<file path="src/rtl/ps2_pkg.sv">
// rtl/ps2_pkg.sv - shared types and constants for the PS/2 host transmitter
package ps2_pkg;

    typedef enum logic [2:0] {
        IDLE,
        INHIBIT,
        START,
        SEND,
        ACK,
        WAIT_IDLE,
        DONE,
        ERR
    } state_t;

    localparam int FRAME_BITS = 10;

    localparam logic [7:0] CMD_SET_LEDS = 8'hED;
    localparam logic [7:0] CMD_ENABLE   = 8'hF4;
    localparam logic [7:0] CMD_RESET    = 8'hFF;

    function automatic logic odd_parity(input logic [7:0] d);
        return ~^d;
    endfunction

    function automatic int max3(input int a, input int b, input int c);
        int m;
        m = (a > b) ? a : b;
        return (m > c) ? m : c;
    endfunction

endpackage

</file>
<file path="src/rtl/ps2_sync_edge.sv">
// rtl/ps2_sync_edge.sv - 2-flop synchroniser with falling-edge pulse
module ps2_sync_edge (
    input  logic clk,
    input  logic rst_n,
    input  logic d_i,
    output logic level_o,
    output logic fall_o
);

    logic meta_q;
    logic sync_q;
    logic prev_q;

    // Reset to 1: both PS/2 lines idle high when released.
    always_ff @(posedge clk or negedge rst_n) begin
        if (!rst_n) begin
            meta_q <= 1'b1;
            sync_q <= 1'b1;
            prev_q <= 1'b1;
        end else begin
            meta_q <= d_i;
            sync_q <= meta_q;
            prev_q <= sync_q;
        end
    end

    assign level_o = sync_q;
    assign fall_o  = prev_q & ~sync_q;

endmodule

</file>
<file path="src/rtl/ps2_host_tx.sv">
// rtl/ps2_host_tx.sv - host-to-device PS/2 command byte transmitter
module ps2_host_tx
    import ps2_pkg::*;
#(
    parameter int INHIBIT_CYCLES    = 5000,
    parameter int START_HOLD_CYCLES = 50,
    parameter int TIMEOUT_CYCLES    = 750000
) (
    input  logic       clk,
    input  logic       reset_n,
    input  logic [7:0] tx_data,
    input  logic       tx_valid,
    output logic       tx_ready,
    input  logic       ps2_clk_in,
    input  logic       ps2_dat_in,
    output logic       ps2_clk_oe,
    output logic       ps2_dat_oe,
    output logic       busy,
    output logic       tx_done,
    output logic       tx_err
);

    localparam int CNT_MAX = max3(INHIBIT_CYCLES, START_HOLD_CYCLES, TIMEOUT_CYCLES);
    localparam int CNT_W   = $clog2(CNT_MAX);

    localparam logic [CNT_W-1:0] INH_LAST  = CNT_W'(INHIBIT_CYCLES - 1);
    localparam logic [CNT_W-1:0] HOLD_LAST = CNT_W'(START_HOLD_CYCLES - 1);
    localparam logic [CNT_W-1:0] TO_LAST   = CNT_W'(TIMEOUT_CYCLES - 1);
    localparam logic [3:0]       BIT_LAST  = 4'(FRAME_BITS - 1);

    logic clk_s, clk_fall, dat_s, dat_fall_unused;

    ps2_sync_edge u_sync_clk (
        .clk     (clk),
        .rst_n   (reset_n),
        .d_i     (ps2_clk_in),
        .level_o (clk_s),
        .fall_o  (clk_fall)
    );

    ps2_sync_edge u_sync_dat (
        .clk     (clk),
        .rst_n   (reset_n),
        .d_i     (ps2_dat_in),
        .level_o (dat_s),
        .fall_o  (dat_fall_unused)
    );

    state_t                state_q;
    logic [CNT_W-1:0]      cnt_q;
    logic [3:0]            bit_q;
    logic [FRAME_BITS-1:0] frame_q;
    logic clk_oe_q, dat_oe_q, busy_q, ready_q, done_q, err_q;

    // Outputs are registered alongside the state they belong to, so each
    // transition also loads the output values of the state being entered.
    always_ff @(posedge clk or negedge reset_n) begin
        if (!reset_n) begin
            state_q  <= IDLE;
            cnt_q    <= '0;
            bit_q    <= '0;
            frame_q  <= '0;
            clk_oe_q <= 1'b0;
            dat_oe_q <= 1'b0;
            busy_q   <= 1'b0;
            ready_q  <= 1'b0;
            done_q   <= 1'b0;
            err_q    <= 1'b0;
        end else begin
            done_q <= 1'b0;
            err_q  <= 1'b0;
            case (state_q)
                IDLE: begin
                    clk_oe_q <= 1'b0;
                    dat_oe_q <= 1'b0;
                    busy_q   <= 1'b0;
                    ready_q  <= 1'b1;
                    if (tx_valid && ready_q) begin
                        frame_q  <= {1'b1, odd_parity(tx_data), tx_data};
                        cnt_q    <= '0;
                        bit_q    <= '0;
                        state_q  <= INHIBIT;
                        clk_oe_q <= 1'b1;
                        busy_q   <= 1'b1;
                        ready_q  <= 1'b0;
                    end
                end
                INHIBIT: begin
                    if (cnt_q == INH_LAST) begin
                        cnt_q    <= '0;
                        state_q  <= START;
                        dat_oe_q <= 1'b1;
                    end else begin
                        cnt_q <= cnt_q + CNT_W'(1);
                    end
                end
                START: begin
                    if (cnt_q == HOLD_LAST) begin
                        cnt_q    <= '0;
                        state_q  <= SEND;
                        clk_oe_q <= 1'b0;
                    end else begin
                        cnt_q <= cnt_q + CNT_W'(1);
                    end
                end
                SEND, ACK, WAIT_IDLE: begin
                    // Timeout spans the whole device-clocked phase and wins over a fall.
                    if (cnt_q == TO_LAST) begin
                        cnt_q    <= '0;
                        state_q  <= ERR;
                        err_q    <= 1'b1;
                        clk_oe_q <= 1'b0;
                        dat_oe_q <= 1'b0;
                    end else begin
                        cnt_q <= cnt_q + CNT_W'(1);
                        if (state_q == SEND) begin
                            if (clk_fall) begin
                                dat_oe_q <= ~frame_q[bit_q];
                                bit_q    <= bit_q + 4'd1;
                                if (bit_q == BIT_LAST) begin
                                    state_q <= ACK;
                                end
                            end
                        end else if (state_q == ACK) begin
                            if (clk_fall) begin
                                if (dat_s) begin
                                    cnt_q   <= '0;
                                    state_q <= ERR;
                                    err_q   <= 1'b1;
                                end else begin
                                    state_q <= WAIT_IDLE;
                                end
                            end
                        end else if (clk_s && dat_s) begin
                            cnt_q   <= '0;
                            state_q <= DONE;
                            done_q  <= 1'b1;
                        end
                    end
                end
                DONE, ERR: begin
                    state_q  <= IDLE;
                    clk_oe_q <= 1'b0;
                    dat_oe_q <= 1'b0;
                    busy_q   <= 1'b0;
                    ready_q  <= 1'b1;
                end
                default: state_q <= IDLE;
            endcase
        end
    end

    assign tx_ready   = ready_q;
    assign ps2_clk_oe = clk_oe_q;
    assign ps2_dat_oe = dat_oe_q;
    assign busy       = busy_q;
    assign tx_done    = done_q;
    assign tx_err     = err_q;

endmodule

</file>
<file path="config.mk">
export PLATFORM = sky130hd
export DESIGN_NAME = ps2_host_tx
export DESIGN_NICKNAME = d
export VERILOG_FILES = /design/src/rtl/ps2_pkg.sv /design/src/rtl/ps2_sync_edge.sv /design/src/rtl/ps2_host_tx.sv
export SDC_FILE = /design/constraint.sdc
export NUM_CORES = 1
export LEC_CHECK = 0
export ABC_CLOCK_PERIOD_IN_PS = 4300
export CAP_MARGIN = 20
export CORE_ASPECT_RATIO = 1.5
export CORE_MARGIN = 2
export CORE_UTILIZATION = 63
export DETAILED_ROUTE_END_ITERATION = 10
export PLACE_DENSITY = 0.85
export SETUP_SLACK_MARGIN = 0.02
export SKIP_LAST_GASP = 1
export SYNTH_ARGS = -nofsm -noshare
export SYNTH_HDL_FRONTEND = slang
export SYNTH_HIERARCHICAL = 1
export SYNTH_SLANG_ARGS = --single-unit
</file>
<file path="constraint.sdc">
create_clock -name clk -period 4.3 [get_ports clk]
set_clock_uncertainty 0.15 [all_clocks]
set_input_delay 0.86 -clock clk [delete_from_list [all_inputs] [get_ports clk]]
set_output_delay 0.86 -clock clk [all_outputs]
set_load 0.005 [all_outputs]
</file>
Yosys cells after proc, flatten, opt, wreduce, memory -nomap -nowiden:

Index checks and enable logic that the tools add are counted.

* reduce and logical (&&, ||, !) cells: 18
* $add $sub $neg: 2
* muxes and demuxes: 52
* bitwise logic cells: 3
* order comparisons: 1
* equal/unequal tests: 24

Operator list (number)
* 2-to-1 mux 20 bit: 9
* one-hot mux 20 bit (4 select lines): 1
* 2-to-1 mux 3 bit: 10
* adder 20 x 1 -> 20 bit, second input constant: 1
* equality test 20 x 13 -> 1 bit, second input constant: 1
* equality test 20 bit, second input constant: 1
* equality test 20 x 6 -> 1 bit, second input constant: 1
* 2-to-1 mux 1 bit: 20
* 2-to-1 mux 4 bit: 4
* one-hot mux 3 bit (5 select lines): 1
* != test 2 bit, second input constant: 7
* equality test 3 bit, second input constant: 4
* != test 4 bit, second input constant: 3
* one-hot mux 4 bit (2 select lines): 1
* nonzero test 4 bit: 2
* XNOR reduction 8 bit: 1
* AND reduction 7 bit: 1
* equality test 3 x 2 -> 1 bit, second input constant: 2
* != test 3 bit, second input constant: 2
* OR reduction 3 bit: 2
* less-than comparator 4 x 5 -> 1 bit, second input constant: 1
* != test 5 bit, second input constant: 1
* AND reduction 5 bit: 1
* adder 4 x 1 -> 4 bit, second input constant: 1
* other kinds (17): 22

* input port bits: 13
* word-level logic and storage cells: 115
* flip-flop bits (word level): 48

Logic depth before layout (Yosys ltp):

Gate-level depths: netlist of run 1.

* word-level depth: 7
* mapped depth: 9
* gate-level depth less buffers: 7

Modules after synthesis:

The synthesis of run 1 kept the hierarchy.

By module, submodules not included
* ps2_host_tx: cells an instance 287, sequential area each 1076.0 µm², area an instance 2528.7 µm², times used 1
* ps2_sync_edge: cells an instance 4, sequential area each 78.8 µm², area an instance 92.6 µm², times used 2

Worst setup path after synthesis of run 1:

Ideal clock, no wire load.

* path type: reg-to-reg
* from: register cnt_q[0]
* to: register dat_oe_q, in the netlist ps2_dat_oe
* buffers on the path: 1
* stages on the path, launching flop included: 9
* library setup time: 125 ps
* slack: 2139 ps
* arrival: 1887 ps
* path through: dfrtp_1 -> ha_1 -> nand3_1 -> nor3_1 -> and2_2 -> buf_4 -> o21ai_0 -> a31oi_1 -> mux2_2

* word-level cells in the longest chain between the ends: 3
* elaborated cells between the ends (all ways): 8
* classes of those cells: eq/ne: 5; mux: 2; reduce/logical: 1

RTL lines
* from (decl): line ps2_host_tx.sv:50 `logic [CNT_W-1:0] cnt_q;`
* from (signal assigned): line ps2_host_tx.sv:94 `cnt_q <= cnt_q + CNT_W'(1);`
* from (signal assigned): line ps2_host_tx.sv:103 `cnt_q <= cnt_q + CNT_W'(1);`
* from (signal assigned): line ps2_host_tx.sv:115 `cnt_q <= cnt_q + CNT_W'(1);`
* equality test 20 bit / equality test 20 x 13 -> 1 bit (equally long branches): line ps2_host_tx.sv:108, ps2_host_tx.sv:89
* != test 3 bit (no line) (tied with other cells)
* AND reduction 4 bit (no line) / one-hot mux 1 bit (3 select lines) (equally long branches)
* to (signal assigned): line ps2_host_tx.sv:118 `dat_oe_q <= ~frame_q[bit_q];`
* to (decl): line ps2_host_tx.sv:53 `logic clk_oe_q, dat_oe_q, busy_q, ready_q, done_q, err_q;`

Parallel ways exist; a longest one is shown, timed or not.
A chain may end at the register's enable or synchronous reset.

Worst setup path in the final report of run 1:

* from: register state_q[1]
* to: register cnt_q[19]

* word-level cells in the longest chain between the ends: 5
* elaborated cells between the ends (all ways): 14
* classes of those cells: eq/ne: 6; mux: 4; reduce/logical: 4

RTL lines
* from (decl): line ps2_host_tx.sv:49 `state_t state_q;`
* from (signal assigned): line ps2_host_tx.sv:59 `state_q <= IDLE;`
* from (signal assigned): line ps2_host_tx.sv:82 `state_q <= INHIBIT;`
* from (signal assigned): line ps2_host_tx.sv:91 `state_q <= START;`
* equality test 3 bit: line ps2_host_tx.sv:72, ps2_host_tx.sv:124
* 2-to-1 mux 20 bit: line ps2_host_tx.sv:124 `end else if (state_q == ACK) begin`
* 2-to-1 mux 20 bit: line ps2_host_tx.sv:116 `if (state_q == SEND) begin`
* 2-to-1 mux 20 bit: line ps2_host_tx.sv:108 `if (cnt_q == TO_LAST) begin`
* one-hot mux 20 bit (4 select lines): line ps2_host_tx.sv:72 `case (state_q)`

Parallel ways exist; a longest one is shown, timed or not.

==> metrics.cfg, run 1 <==
[run_status]
status = finished clean

[global_routing]
overflow = 0
grt_first_pass_wirelength_mm = 9.742
antenna_found_initial = 0
grt_max_degree = 49
gr-usage-all-layers_pct = 25.84
grt_pass1_vias = 2091

[drt]
viasPerCell = 6.250
drt_iter0_markers = 91
firstDrtPassIters = 5
ant_nets = 0
drcViolationCount = 0
wl_per_cell_um = 16.32
wirelength_mm = 5.745
vias = 2200

[sta]
fin_crit_sh_pct = 61.44
tightest_slew_ns = 0.6921
relSlewSlack_pct = 53.77
setup_ws_ns = 1.658
post-route-min-period_ns = 2.642
grt_setup_unrepaired = false
slew_viol_final = 0
finalHoldViolCount = 0
finalSetupTns_ns = 0
max_freq_ghz = 0.3785
finalSetupViolations = 0

[clock_network]
path_clk_slew_ns = 0.10
cts_buffers = 5
ctsHoldBuffers = 0
cts.sinks = 48
cts-htree-levels = 2
cts_resized = 0
post_cts_buffers = 0
cts_tree = built
clk_latency_ns = 0.31
cts_root_buf = clkbuf_8
clockBufferDepth = 2

[critical_path]
path_cells = nand2_1 > a21oi_1 > nor4b_1 > o311ai_4 > buf_4 > and3_1 > a221o_1
crit_path_top_delay_cell = nor4b_1
endpoint_kind = flop
critical_path.max_stage_delay_ns = 0.57
cp-start-kind = flop
critPathKind = reg2reg
critPathTopFamily = simple AND/OR/NAND/NOR gates
path_buf_inv = 1
required_ns = 4.34
crit_path_max_fanout = 31
cp_data_arrival_time_ns = 2.68

[cells_and_area]
area_growth_pct = 10.95
fin_area_sq_um = 2967
insertedDiodeCount = 0
layout-drive-gt1-share_pct = 8.170
final_util_pct = 71.72
fin_nets = 322

[synth]
yosysWarningCount = 6
syn_inst = 293
netlist_area_sq_um = 2674
avgSynthCellArea_sq_um = 9.126
synth_nets = 310

[pwr]
power_density_nw_per_um2 = 613.2
total_power_mw = 1.819
p_switching_uw = 743.0
pwr-share-comb_pct = 40.9
clkPwrFrac_pct = 18.1
internal-power_mw = 1.076
seqPwrFrac_pct = 41.0
leakage_nw = 1.298
vdd_ir_drop_max_v = 0.0005221
p_sw_share_pct = 40.84

[floorplanning]
die_x_um = 57.19
dieHeight_um = 83.79
ios = 19
initial_core_util_pct = 64.64
num_rows = 29
core_area_sq_um = 4136
die_area_sq_um = 4792

[placement]
place_ws_ns = 1.466
numPortBuffers = 18
dp_hpwl_mm = 4.071
place.gp.congestion = 0.9048
dpl-instance-area_sq_um = 2831

[min_path]
hold_path.class = reg2reg

[run]
max_cap_violations = 0

## worst paths after layout
kind                                        start                 end  slack (ns)  cells after the start
max in group asynchronous                 reset_n  u_sync_clk/level_o        3.12                      2
worst min register to register  u_sync_dat/meta_q  u_sync_dat/level_o        0.20                      0
worst max register to register         state_q[1]           cnt_q[19]        1.66                      7
worst max-delay path                   state_q[1]           cnt_q[19]        1.66                      7
worst min-delay path            u_sync_dat/meta_q  u_sync_dat/level_o        0.20                      0
min in group asynchronous                 reset_n            cnt_q[7]        0.31                      1
## final cells by class
cell class	instances	area (sq um)
Inverter	8	30.03
Clock buffer	5	68.82
Timing Repair Buffer	20	202.7
Fill cell	317	1170
Sequential cell	48	1207
Tap cell	46	57.56
Multi-Input combinational cell	222	1354
Clock inverter	3	46.29
## registers in the layout, summed over array words and instances (netlist names), 3 cells and up
name     flops
cnt_q       20
bit_q        4
frame_q     10
state_q      3
## through the flow
stage,hold slack (ns),instances
after floorplan,0.1952,293
after global placement,0.1964,343
after detailed placement,0.1979,343
after CTS,0.1998,351
after global routing,0.2068,352
final,0.1965,352
## layer usage
metal / vias up / part of all wire [%] / routed length, um / GRT usage [%]
met5: - / 0 / 0 / 0
met4: 0 / 2.8 / 158 / 10.78
met3: 19 / 3.2 / 183 / 3.566
met2: 52 / 54 / 3094 / 45.14
met1: 1063 / 40 / 2309 / 31.17
li1: 1066 / - / - / -
## worst register-to-register path: stages (launching register included)
cell and delay [ns]:
dfrtp_1 0.56, nand2_1 0.29, a21oi_1 0.12, nor4b_1 0.57, o311ai_4 0.12, buf_4 0.25
and3_1 0.21, a221o_1 0.27
## power by group through the flow
stage / logic (mW) / registers, mW / clock network (mW)
after global placement: 0.718 / 0.744 / 0
after floorplan: 0.632 / 0.680 / 0
after CTS: 0.744 / 0.742 / 0.340
after detailed placement: 0.739 / 0.751 / 0
final: 0.745 / 0.746 / 0.329
after global routing: 0.826 / 0.766 / 0.357
## cells in the final DEF (no fill, tap or decap), types with 2 or more instances in the layout
master,count
nor4_1,3
nor4b_1,4
nand4_1,4
a22o_1,5
and3_1,9
xnor2_1,9
o21ai_0,13
nand3_1,12
a31oi_1,10
inv_1,8
a21o_1,3
o41ai_1,2
clkdlybuf4s50_1,17
xor2_1,3
or4_1,2
dfrtp_1,43
nor2_1,27
nor3_1,6
mux4_2,2
nand4b_1,2
nand2_1,54
nand3b_1,6
nand2b_1,4
mux2i_1,2
o211ai_1,3
a21oi_1,11
a41oi_1,2
o31ai_1,3
dfstp_2,5
ha_1,4
clkbuf_8,5
Power figures use the tool's default switching activity.
==> run 2, diff against run 1 <==
--- a/config.mk
+++ b/config.mk
@@ -5,13 +5,13 @@
 export SDC_FILE = /design/constraint.sdc
 export NUM_CORES = 1
 export LEC_CHECK = 0
-export ABC_CLOCK_PERIOD_IN_PS = 4300
+export ABC_CLOCK_PERIOD_IN_PS = 2700
 export CAP_MARGIN = 20
 export CORE_ASPECT_RATIO = 1.5
 export CORE_MARGIN = 2
-export CORE_UTILIZATION = 63
+export CORE_UTILIZATION = 59
 export DETAILED_ROUTE_END_ITERATION = 10
-export PLACE_DENSITY = 0.85
+export PLACE_DENSITY = 0.8
 export SETUP_SLACK_MARGIN = 0.02
 export SKIP_LAST_GASP = 1
 export SYNTH_ARGS = -nofsm -noshare
==> constraint.sdc (replaced) <==
create_clock -name clk -period 2.7 [get_ports clk]
set_clock_uncertainty 0.15 [all_clocks]
set_input_delay 0.54 -clock clk [delete_from_list [all_inputs] [get_ports clk]]
set_output_delay 0.54 -clock clk [all_outputs]
set_load 0.005 [all_outputs]
==> run 2 against run 1 <==
- the flow now finishes with violations (design-rule violations)
- clock power rose by 90%
- maximum frequency rose by 6.0%
- first-iteration DRC count rose by 24%
- cell count rose by 2.3%
- worst setup slack got worse by 1.4 ns
==> metrics.cfg, run 2 (synthesis results as in run 1) <==
[run_status]
status = complete, but fails checks
violations = design-rule violations

[critical_path]
required_ns = 2.75  ; -1.59 ns
rrSetupSlack_ns = 0.21  ; -1.45 ns
endpoint_kind = flop
cp_data_arrival_time_ns = 2.54  ; -0.14 ns
crit_path_max_fanout = 31  ; unchanged
reg2reg_to = cnt_q[19]
r2r_start = cnt_q[0]
critPathKind = reg2reg
worstRegToRegCells = 8  ; +1
cp-start-kind = flop
crit_start = cnt_q[0]

[drt]
drcViolationCount = 2  ; +2
firstDrtPassIters = 8  ; +3
met2_wirelength_mm = 3.153  ; +1.9%
m1WireLength_mm = 2.352  ; +1.9%
wl_per_cell_um = 16.55  ; +1.4%
ant_nets = 0  ; unchanged
vias = 2285  ; +3.9%
wirelength_mm = 5.957  ; +3.7%
viasPerCell = 6.347  ; +1.6%
highest_layer = met4
wl_met3_um = 212  ; +16%
drt_iter0_markers = 113  ; +24%

[clock_network]
cts_root_buf = clkbuf_8
cts.sinks = 48  ; unchanged
cts-htree-levels = 2  ; unchanged
cts_tree = built
ctsHoldBuffers = 0  ; unchanged
clockBufferDepth = 2  ; unchanged
post_cts_buffers = 0  ; unchanged
clk_latency_ns = 0.30  ; about the same
cts_resized = 0  ; unchanged
cts_buffers = 5  ; unchanged
path_clk_slew_ns = 0.10  ; about the same

[floorplanning]
die_area_sq_um = 5098  ; +6.4%
initial_core_util_pct = 60.37  ; -4.3 points
die_x_um = 58.97  ; +3.1%
core_area_sq_um = 4429  ; +7.1%
ios = 19  ; unchanged
dieHeight_um = 86.45  ; +3.2%
num_rows = 30  ; +3.4%

[cells_and_area]
insertedDiodeCount = 0  ; unchanged
largest-register = cnt_q
fin_area_sq_um = 3037  ; +2.4%
fin_nets = 328  ; +1.9%
layout-drive-gt1-share_pct = 9.936  ; +1.8 points
layout_common_cells = 54 x nand2_1, 43 x dfrtp_1, 27 x nor2_1
area_growth_pct = 13.57
final_common_cell = nand2_1
reg.largest.list = cnt_q: 20 flops, frame_q: 10 flops, bit_q: 4 flops
largest_register_ffs = 20  ; unchanged

[min_path]
hold_path.class = in2async

[sta]
fin_crit_sh_pct = 92.29  ; +31 points
slew_viol_final = 0  ; unchanged
grt_setup_unrepaired = false
max_freq_ghz = 0.4013  ; +6.0%
post-route-min-period_ns = 2.492  ; -0.1501 ns
relSlewSlack_pct = 60.92  ; +7.1 points
tightest_slew_ns = 0.5863  ; -0.1058 ns
finalSetupTns_ns = 0  ; unchanged
finalHoldViolCount = 0  ; unchanged
finalSetupViolations = 0  ; unchanged

[global_routing]
gr-usage-all-layers_pct = 25.54  ; -0.30 points
grt_first_pass_wirelength_mm = 10.07  ; +3.3%
grt_max_degree = 49  ; unchanged
grt_pass1_vias = 2206  ; +5.5%
antenna_found_initial = 0  ; unchanged
overflow = 0  ; unchanged

[placement]
dp_hpwl_mm = 4.239  ; +4.1%
dpl-instance-area_sq_um = 2899  ; +2.4%
place.gp.congestion = 0.9053  ; about the same
numPortBuffers = 18  ; unchanged

[pwr]
total_power_mw = 3.086  ; +70%
leakage_nw = 1.341  ; +3.4%
power_density_nw_per_um2 = 1016  ; +66%
vdd_ir_drop_max_v = 0.0005974  ; +14%

[run]
max_cap_violations = 0  ; unchanged

==> run 2: final cells by class <==
type	instances	area [sq um]
timing repair buffer	26	247.7
clock inverter	3	68.82
tap	48	60.06
multi-input combinational	222	1354
clock buffer	5	68.82
sequential	48	1207
fill	353	1393
inverter	8	30.03
==> run 2: where the power goes <==
part | total (mW) | leakage [nW] | internal [mW] | switching (mW)
Sequential | 1.14 | 0.617 | 0.919 | 0.222
Combinational | 1.32 | 0.656 | 0.592 | 0.728
Clock | 0.624 | 0.0687 | 0.373 | 0.251
==> run 2: worst max-delay path, cell delays in order (launching register included) <==
cell      delay (ns)
dfrtp_1         0.41
ha_1            0.24
nand3_1         0.19
nor3_1          0.30
and2_2          0.35
o311ai_4        0.14
buf_12          0.19
and3_1          0.17
a221o_1         0.25
==> run 2: worst max path at each step <==
stage                       to  slack [ns]  cells past startpoint
detailed placement   cnt_q[19]        0.28                      8
global route         cnt_q[19]        0.07                      8
finish               cnt_q[19]        0.21                      8
floorplan           ps2_dat_oe        0.54                      8
CTS                  cnt_q[19]        0.22                      8
global placement     cnt_q[19]        0.32                      8
==> run 2: metrics by stage <==
step / utilization (%) / hold WS [ns] / instances / setup slack (ns)
floorplan: - / 0.09441 / 293 / 0.5386
global placement: 65.45 / 0.1962 / 352 / 0.3233
detailed placement: 65.45 / 0.1972 / 352 / 0.2785
CTS: 68.56 / 0.1879 / 360 / 0.2212
global route: 68.56 / 0.2039 / 360 / 0.06655
finish: 68.56 / 0.1719 / 360 / 0.2083
==> run 2: routing by layer <==
metal	track usage [%]	vias to the layer above
li1	-	1084
met2	44.34	82
met4	13.84	0
met5	0	-
met1	29.83	1092
met3	3.134	27
==> run 3, diff against run 2 <==
--- a/config.mk
+++ b/config.mk
@@ -5,12 +5,12 @@
 export SDC_FILE = /design/constraint.sdc
 export NUM_CORES = 1
 export LEC_CHECK = 0
-export ABC_CLOCK_PERIOD_IN_PS = 2700
 export CAP_MARGIN = 20
 export CORE_ASPECT_RATIO = 1.5
 export CORE_MARGIN = 2
 export CORE_UTILIZATION = 59
 export DETAILED_ROUTE_END_ITERATION = 10
+export HOLD_SLACK_MARGIN = 0.08
 export PLACE_DENSITY = 0.8
 export SETUP_SLACK_MARGIN = 0.02
 export SKIP_LAST_GASP = 1
==> results of run 3 <==
The final DEF is identical to that of run 2; final timing and power are the same.
